`src/rtl/ppfifo_to_axis_video_pkg.sv`:
```
// Shared definitions for the ppfifo_to_axis_video read-side controller:
// FSM state encoding, pixel-word bit positions and RGB332 -> RGB888 expansion.
package ppfifo_to_axis_video_pkg;

    typedef enum logic [2:0] {
        IDLE     = 3'd0,
        PREFETCH = 3'd1,
        LOAD     = 3'd2,
        HOLD     = 3'd3,
        RELEASE  = 3'd4
    } state_t;

    localparam int SIZE_W  = 24;
    localparam int WORD_W  = 25;
    localparam int PIX_W   = 24;

    // Pixel word layout: [8] start of frame, [7:5] red, [4:2] green, [1:0] blue.
    localparam int SOF_BIT = 8;
    localparam int RED_MSB = 7;
    localparam int GRN_MSB = 4;
    localparam int BLU_MSB = 1;

    // Bit replication keeps full-scale codes at full scale (7 -> 0xFF, 3 -> 0xFF).
    function automatic logic [PIX_W-1:0] rgb332_to_rgb888(input logic [7:0] pix);
        logic [2:0] r;
        logic [2:0] g;
        logic [1:0] b;
        r = pix[RED_MSB -: 3];
        g = pix[GRN_MSB -: 3];
        b = pix[BLU_MSB -: 2];
        return {r, r, r[2:1], g, g, g[2:1], b, b, b, b};
    endfunction

endpackage

```
`src/rtl/ppfifo_to_axis_video_if.sv`:
```
// AXI4-Stream video bus between ppfifo_to_axis_video and its consumer.
interface ppfifo_to_axis_video_if;
    import ppfifo_to_axis_video_pkg::*;

    // Handshake: a beat transfers on a rising clk edge where tvalid && tready.
    // Once tvalid is high, tvalid/tdata/tuser/tlast hold until that transfer;
    // tvalid never depends combinationally on tready.
    logic             tvalid;
    logic             tready;
    logic [PIX_W-1:0] tdata;   // {R8, G8, B8}
    logic             tuser;   // start of frame
    logic             tlast;   // end of line

    modport master (output tvalid, tdata, tuser, tlast, input tready);
    modport slave  (input tvalid, tdata, tuser, tlast, output tready);

endinterface

```
`src/rtl/ppfifo_to_axis_video_line_tracker.sv`:
```
// axis_video_line_tracker: pixel-in-line counter, tlast generation and sof
// resync detection. Optional stats counters under PPFIFO_TO_AXIS_VIDEO_STATS_EN.
module axis_video_line_tracker
    import ppfifo_to_axis_video_pkg::*;
#(
    parameter int LINE_WIDTH = 256,
    parameter int PCNT_WIDTH = 9
) (
    input  logic        clk,
    input  logic        rst,
    input  logic        load,      // a new word is captured into the output register
    input  logic        sof,       // sof bit of that word, meaningful with load
    input  logic        accept,    // the held beat is transferred
    output logic        tlast
`ifdef PPFIFO_TO_AXIS_VIDEO_STATS_EN
    ,
    input  logic        beat_sof,  // tuser of the beat being accepted
    output logic [31:0] frame_count,
    output logic [15:0] resync_count
`endif
);

    localparam logic [PCNT_WIDTH-1:0] LAST_PIX = PCNT_WIDTH'(LINE_WIDTH - 1);

    logic [PCNT_WIDTH-1:0] pcnt;
    logic [PCNT_WIDTH-1:0] eff_pcnt;

    // A start-of-frame word always begins a new line at pixel 0.
    assign eff_pcnt = sof ? '0 : pcnt;

    // Pixel counter: resync on load, advance (with wrap) on accept.
    always_ff @(posedge clk) begin
        if (rst) begin
            pcnt  <= '0;
            tlast <= 1'b0;
        end else if (load) begin
            pcnt  <= eff_pcnt;
            tlast <= (eff_pcnt == LAST_PIX);
        end else if (accept) begin
            pcnt  <= (pcnt == LAST_PIX) ? '0 : pcnt + PCNT_WIDTH'(1);
            tlast <= 1'b0;
        end
    end

`ifdef PPFIFO_TO_AXIS_VIDEO_STATS_EN
    // Frame and resync counters; resync saturates rather than wrapping.
    always_ff @(posedge clk) begin
        if (rst) begin
            frame_count  <= '0;
            resync_count <= '0;
        end else begin
            if (accept && beat_sof)
                frame_count <= frame_count + 32'd1;
            if (load && sof && (pcnt != '0) && (resync_count != 16'hFFFF))
                resync_count <= resync_count + 16'd1;
        end
    end
`endif

endmodule

```
`src/rtl/ppfifo_to_axis_video.sv`:
```
// ppfifo_to_axis_video: ping-pong FIFO read controller that turns RGB332 pixel
// words into an AXI4-Stream video stream (tuser = sof, tlast = end of line).
// One beat per two clocks: a word is loaded, then held until accepted.
// Optional stats outputs enabled by PPFIFO_TO_AXIS_VIDEO_STATS_EN.
module ppfifo_to_axis_video
    import ppfifo_to_axis_video_pkg::*;
#(
    parameter int LINE_WIDTH = 256,
    parameter int PCNT_WIDTH = 9
) (
    input  logic                   clk,
    input  logic                   rst,
    input  logic                   i_enable,
    input  logic                   i_fifo_ready,
    output logic                   o_fifo_activate,
    input  logic [SIZE_W-1:0]      i_fifo_size,
    output logic                   o_fifo_stb,
    input  logic [WORD_W-1:0]      i_fifo_data,
    ppfifo_to_axis_video_if.master axis,
    output logic                   o_busy,
    output state_t                 dbg_state
`ifdef PPFIFO_TO_AXIS_VIDEO_STATS_EN
    ,
    output logic [31:0]            o_frame_count,
    output logic [15:0]            o_resync_count
`endif
);

    state_t              state;
    state_t              next_state;
    logic                load;
    logic                accept;
    logic [SIZE_W-1:0]   size_q;
    logic [SIZE_W-1:0]   count;
    logic                tlast_w;
    logic                unused_bits;

    assign unused_bits = ^i_fifo_data[WORD_W-1:SOF_BIT+1];

    assign o_fifo_stb = load;
    assign o_busy     = (state != IDLE);
    assign dbg_state  = state;
    assign axis.tlast = tlast_w;

    // State register.
    always_ff @(posedge clk) begin
        if (rst) state <= IDLE;
        else     state <= next_state;
    end

    // Next-state decode plus the load/accept strobes.
    always_comb begin
        next_state = state;
        load       = 1'b0;
        accept     = 1'b0;
        case (state)
            IDLE:     if (i_enable && i_fifo_ready) next_state = PREFETCH;
            PREFETCH: next_state = (i_fifo_size == '0) ? RELEASE : LOAD;
            LOAD: begin
                load       = 1'b1;
                next_state = HOLD;
            end
            HOLD: begin
                if (axis.tvalid && axis.tready) begin
                    accept     = 1'b1;
                    next_state = (count < size_q) ? LOAD : RELEASE;
                end
            end
            RELEASE:  next_state = IDLE;
            default:  next_state = IDLE;
        endcase
    end

    // Block ownership, word counting and the output beat register.
    always_ff @(posedge clk) begin
        if (rst) begin
            o_fifo_activate <= 1'b0;
            size_q          <= '0;
            count           <= '0;
            axis.tvalid     <= 1'b0;
            axis.tdata      <= '0;
            axis.tuser      <= 1'b0;
        end else begin
            if (state == IDLE && next_state == PREFETCH) begin
                o_fifo_activate <= 1'b1;
                count           <= '0;
            end
            if (state == PREFETCH)
                size_q <= i_fifo_size;
            // Activate stays high through RELEASE so it drops for at least one IDLE cycle.
            if (state == RELEASE)
                o_fifo_activate <= 1'b0;
            if (load) begin
                axis.tvalid <= 1'b1;
                axis.tdata  <= rgb332_to_rgb888(i_fifo_data[7:0]);
                axis.tuser  <= i_fifo_data[SOF_BIT];
                count       <= count + SIZE_W'(1);
            end
            if (accept) begin
                axis.tvalid <= 1'b0;
                axis.tuser  <= 1'b0;
            end
        end
    end

    axis_video_line_tracker #(
        .LINE_WIDTH (LINE_WIDTH),
        .PCNT_WIDTH (PCNT_WIDTH)
    ) u_tracker (
        .clk          (clk),
        .rst          (rst),
        .load         (load),
        .sof          (i_fifo_data[SOF_BIT]),
        .accept       (accept),
        .tlast        (tlast_w)
`ifdef PPFIFO_TO_AXIS_VIDEO_STATS_EN
        ,
        .beat_sof     (axis.tuser),
        .frame_count  (o_frame_count),
        .resync_count (o_resync_count)
`endif
    );

endmodule

```
`src/flat_wrapper.sv`:
```
// flat-port wrapper written by rule: the top's interface ports become plain ports
module ppfifo_to_axis_video_flat import ppfifo_to_axis_video_pkg::*;
#(
    parameter int LINE_WIDTH = 256,
    parameter int PCNT_WIDTH = 9
)
  (clk, rst, i_enable, i_fifo_ready, o_fifo_activate, i_fifo_size, o_fifo_stb, i_fifo_data, o_busy, dbg_state, axis_tvalid, axis_tdata, axis_tuser, axis_tlast, axis_tready);
  ppfifo_to_axis_video_if axis_i ();
  input  logic clk;
  input  logic rst;
  input  logic i_enable;
  input  logic i_fifo_ready;
  output logic o_fifo_activate;
  input  logic [SIZE_W-1:0] i_fifo_size;
  output logic o_fifo_stb;
  input  logic [WORD_W-1:0] i_fifo_data;
  output logic o_busy;
  output state_t dbg_state;
  output wire logic [$bits(axis_i.tvalid)-1:0] axis_tvalid;
  output wire logic [$bits(axis_i.tdata)-1:0] axis_tdata;
  output wire logic [$bits(axis_i.tuser)-1:0] axis_tuser;
  output wire logic [$bits(axis_i.tlast)-1:0] axis_tlast;
  input wire logic [$bits(axis_i.tready)-1:0] axis_tready;
  assign axis_tvalid = axis_i.tvalid;
  assign axis_tdata = axis_i.tdata;
  assign axis_tuser = axis_i.tuser;
  assign axis_tlast = axis_i.tlast;
  assign axis_i.tready = axis_tready;
  ppfifo_to_axis_video #(.LINE_WIDTH(LINE_WIDTH), .PCNT_WIDTH(PCNT_WIDTH)) u_core (.clk(clk), .rst(rst), .i_enable(i_enable), .i_fifo_ready(i_fifo_ready), .o_fifo_activate(o_fifo_activate), .i_fifo_size(i_fifo_size), .o_fifo_stb(o_fifo_stb), .i_fifo_data(i_fifo_data), .axis(axis_i), .o_busy(o_busy), .dbg_state(dbg_state));
endmodule
```
`config.mk`:
```
export PLATFORM = sky130hd
export DESIGN_NAME = ppfifo_to_axis_video_flat
export DESIGN_NICKNAME = d
export VERILOG_FILES = /design/src/rtl/ppfifo_to_axis_video_pkg.sv /design/src/rtl/ppfifo_to_axis_video_if.sv /design/src/rtl/ppfifo_to_axis_video_line_tracker.sv /design/src/rtl/ppfifo_to_axis_video.sv /design/src/flat_wrapper.sv
export SDC_FILE = /design/constraint.sdc
export NUM_CORES = 1
export LEC_CHECK = 0
export CORE_ASPECT_RATIO = 0.75
export CORE_UTILIZATION = 45
export CTS_CLUSTER_SIZE = 25
export DETAILED_ROUTE_END_ITERATION = 6
export PLACE_DENSITY = 0.75
export SYNTH_ARGS = -nofsm -noshare
export SYNTH_HDL_FRONTEND = slang
export SYNTH_SLANG_ARGS = --single-unit
```
`constraint.sdc`:
```
create_clock -name clk -period 3.9 [get_ports clk]
set_input_delay 0.585 -clock clk [delete_from_list [all_inputs] [get_ports clk]]
set_output_delay 0.585 -clock clk [all_outputs]
set_load 0.02 [all_outputs]
```
; ---- Yosys cells after proc, flatten, opt, wreduce, memory -nomap -nowiden
; Cells that the tools add are included.
[totals]
reg_bits = 88
inputBits = 54
output_inout_bits = 33
wordCells = 45
[classes]
n_addsub = 2
n_lt_le_gt_ge = 1
n_eq_ne = 7
muxes = 16
reduce_logical = 10
[ops]
columns = cell, n
row1 = 24-bit two-way mux, 2
row2 = 9-bit two-way mux, 4
row3 = 24-bit by 1-bit adder with 24-bit output (second input constant), 1
row4 = 24-bit zero test, 1
row5 = 24-bit less-than comparator, 1
row6 = 9-bit by 8-bit equality test with 1-bit output (second input constant), 2
row7 = 3-bit two-way mux, 4
row8 = 3-bit case mux with 4 select lines, 1
row9 = 9-bit by 1-bit adder with 9-bit output (second input constant), 1
row10 = 3-bit by 1-bit equality test with 1-bit output (second input constant), 2
row11 = 3-bit by 2-bit equality test with 1-bit output (second input constant), 2
row12 = 1-bit two-way mux, 5
row13 = 2-bit nonzero test, 2
row14 = 2-bit OR reduction, 2
row15 = 3-bit equality test (second input constant), 1
row16 = 1-bit logical AND, 3
row17 = 3-bit zero test, 1
row18 = 3-bit nonzero test, 1

; ---- Longest topological paths before layout
[logic_depth]
word_depth = 8
depth_mapped = 9
mapped_depth_nobuf = 8

; ---- By module
; Synthesis repeated with hierarchy kept, for this count alone.
[hier_totals]
cells_unflattened = 490
area_unflattened_um2 = 3876.2
[by_module_without_submodules]
columns = module, instances, cells_per_inst, area_each_um2, seq_area_each_um2
row1 = ppfifo_to_axis_video, 1, 427, 3300.7, 1241.2
row2 = axis_video_line_tracker, 1, 63, 575.6, 200.2

; ---- Worst setup path after synthesis
; No wires, ideal clock.
[synth_path]
kind = register -> output
start = register u_core.state[1], in the netlist u_core.dbg_state[1]
end = output port o_fifo_stb
arrival_time_ps = 1469
required_ps = 3315
path_slack_ps = 1846
path_stages_with_launch = 6
path_buffers = 3
path_cell_list = dfxtp_1 > or3b_1 > buf_6 > inv_2 > buf_4 > buf_2
[synth_between]
elab_chain_cells = 2
[synth_lines]
columns = element, line_no
row1 = from (decl), ppfifo_to_axis_video.sv:29  ; state_t state;
row2 = from (signal assigned), ppfifo_to_axis_video.sv:48  ; else state <= next_state;
row3 = 3-bit by 2-bit equality test with 1-bit output, ppfifo_to_axis_video.sv:56  ; case (state)
row4 = 1-bit two-way mux, ppfifo_to_axis_video.sv:56
row5 = to (decl), flat_wrapper.sv:15  ; output logic o_fifo_stb;
; Every way passes these cells.

; ---- Worst setup path in the final report
; Same ends and word-level chain as after synthesis.

==> impl_results.md <==
* Status: finished, final reports clean
* Die X at 108.0 microns
* Syn_nets at 568
* Reg clk slew, reported paths at 80 ps
* Flop and latch count out of synthesis at 72
* Leakage at 1.701 nW
* Synth top area share at 0.3803
* Die height at 81.48 microns
* Remaining global-route overflow at 0
* Vias at 3553
* Dpl ws at 1185 ps
* Worst setup margin at 1183 ps
* Count of buffers from port buffering at 70
* Post-Route WL at 8920 microns
* Final ANT Viol Nets at 0
* Area growth from synthesis to layout at 23.11%
* Synth unique cells at 49
* Die area at 8797 sq um
* Residual DRC at 0
* Final HPWL DP at 6419 microns
* Slew @ Worst Pin at 920.3 ps
* Fin. Hold Viols at 0
* IR Drop Worst-Case VDD at 289.3 uV
* CTS Buf Count at 9
* Critical path data arrival time at 2130 ps
* Fmax at 368.1 MHz
* Crit-path cells: or3b_1 -> inv_2 -> clkdlybuf4s50_1
* Largest net degree at the start of global routing at 43
* # hold bufs at CTS at 0
* Clk buf depth at 2
* Row count at 28
* CTS tree: done
* Layout cells sized above 1 at 0.05176
* Top-Level Pins at 87
* Pre-antenna DRT Iters at 4
* PwrDens at 377.3 nW/um^2
* Largest cells by area after synthesis: dfxtp_1 38%, nand2_1 9.1%, a21oi_1 8.6%
* Max-Cap Viols at 0
* WP data required at 3310 ps
* Final slew viol count at 0
* Antenna Cells at 0
* Antenna violations before repair at 0
* Synthesized cell area at 3790 sq um
* Root buffer cell: clkbuf_8
* Number of synthesized flops with an enable pin at 0
* R2r worst-path depth at 7
* Startpoint types: register
* RR Startpoint: u_core.count[0]
* Core area at 8023 sq um
* RSZ-0062 raised after global routing: false
* Synth Flop Type: dfxtp_1
* CP max FO at 16
* Number of DRC markers in iteration 0 at 200
* HP Start: u_core.size_q[14]
* Final min period at 2717 ps
* First-pass GRT wire length at 14930 microns
* Setup TNS at 0 ps
* H-tree levels at 3
* Register area share after synthesis at 0.3803
* Critical Path Max Stage Delay at 660 ps
* Kind of critical path: reg2out
* Top cell type by total area after synthesis: dfxtp_1
* Worst Clk Skew at 11.63 ps
* Ys Warns at 0
* CP Capture Type: primary output
* Cts repair resizes at 0
* Setup-failing EPs final at 0
* Gr usage total at 0.2177
* Area of placed instances at 4422 sq um
* Slew margin rel. at 0.3836
* Post-CTS Setup Bufs at 0
* Period utilization at 0.6966
* Avg WL per Cell at 13.81 microns
* Vias in the first global route at 3166
* Clock Latency Late Sink at 360 ps
* Clock sinks at 72
* Fin area at 4666 sq um
* Syn Area/Cell at 7.750 sq um
* # nets final at 615
* Vias per cell at 5.500
* Hold depth at 2
* Ys async rst share at 0
* Post-synthesis cell count at 489
* GPL Wtd Cong at 0.8015
* Hold WC Path Type: reg2reg
* CP Launch Point: u_core.dbg_state[1]
* Initial Util at 0.4724
* Worst path slowest cell: clkdlybuf4s50_1
==> routing by layer <==
layer,global-route usage,vias up,wire length [microns]
li1,-,1784,-
met1,0.2755,1637,4068
met2,0.3662,122,4042
met3,0.06032,10,694
met4,0.05753,0,116
met5,0,-,0
==> layout make-up <==
class	count	area, sq um
Clock buffer	9	123.9
Timing Repair Buffer	73	718.2
Clock inverter	7	120.1
Tap cell	105	131.4
Multi-Input combinational cell	351	2022
Inverter	29	108.9
Fill cell	745	3357
Sequential cell	72	1441
==> cells in the mapped netlist (5+ instances only) <==
master and count:
a21oi_1 65, nand3_1 15, a31oi_1 6, and3_1 10, nor4_1 8, ha_1 25, buf_4 18, and2_1 5
nand4b_1 5, nand4_1 10, nand2_1 92, xor2_1 5, o21ai_0 17, nor2_1 37, dfxtp_1 72, clkbuf_1 15
inv_1 28, nor3_1 6
==> cells by family after synthesis <==
family,after synthesis,synth area share
AO/OA/AOI/OAI,113,0.1697
XOR/XNOR,7,0.01618
adder cells (fa/ha/maj),25,0.08254
buffers and inverters,66,0.08616
flip-flops,72,0.3803
AND/OR/NAND/NOR,206,0.2651
==> worst paths after layout <==
kind / endpoint / slack (ps)
setup / recovery: o_fifo_stb / 1180
hold / removal: u_core.size_q[14] / 460
setup reg to reg: u_core.count[22] / 1640
hold reg to reg: u_core.size_q[14] / 460
==> per-stage QoR <==
step                        util  hold slack (ps)  std cells  power [mW]
after floorplan                -            436.3        489      0.9544
after global routing      0.5816            483.4        646       1.843
after CTS                 0.5816            460.8        646       1.777
after detailed placement  0.5512            449.4        630       1.056
final                     0.5816            458.6        646       1.760
after global placement    0.5512            445.4        630       1.049
==> power by group <==
group          total (mW)  internal (mW)  switching [mW]  leakage (nW)
combinational       0.263          0.115           0.148         0.999
sequential          0.777          0.759          0.0184         0.583
clock               0.720          0.426           0.295         0.119
==> critical path: cells and delay by family (launching register included) <==
| family | cells | cell delay, ps |
|---|---|---|
| buffers and inverters | 2 | 890 |
| flip-flops | 1 | 470 |
| AND/OR/NAND/NOR | 1 | 410 |
==> flip-flops by register name (all words and copies together), names as in the netlist <==
register and cells:
u_core.dbg_state 3, u_core.axis.tdata 8, u_core.u_tracker.pcnt 9, u_core.axis.tvalid 1
u_core.axis.tuser 1, u_core.size_q 24, u_core.o_fifo_activate 1, u_core.u_tracker.tlast 1
u_core.count 24
==> cell usage in the layout (no fill, tap or decap), drive strengths merged, types with 2 or more instances in the layout <==
master | netlist | routed
a211oi | 3 | 3
a21o | 4 | 4
a21oi | 65 | 65
a22oi | 3 | 3
a311oi | 3 | 3
a31oi | 6 | 6
and2 | 5 | 5
and3 | 10 | 10
buf | 22 | 4
bufinv | 0 | 3
clkbuf | 15 | 9
clkdlybuf4s50 | 0 | 69
clkinv | 0 | 3
dfxtp | 72 | 72
ha | 25 | 25
inv | 29 | 29
nand2 | 92 | 92
nand2b | 2 | 2
nand3 | 16 | 16
nand3b | 2 | 2
nand4 | 10 | 10
nand4b | 5 | 5
nor2 | 37 | 37
nor3 | 6 | 6
nor3b | 3 | 3
nor4 | 10 | 10
o21ai | 19 | 19
or2 | 2 | 2
or3b | 2 | 2
xnor2 | 2 | 2
xor2 | 5 | 5
No activity file was read; power rests on OpenSTA's default activity.
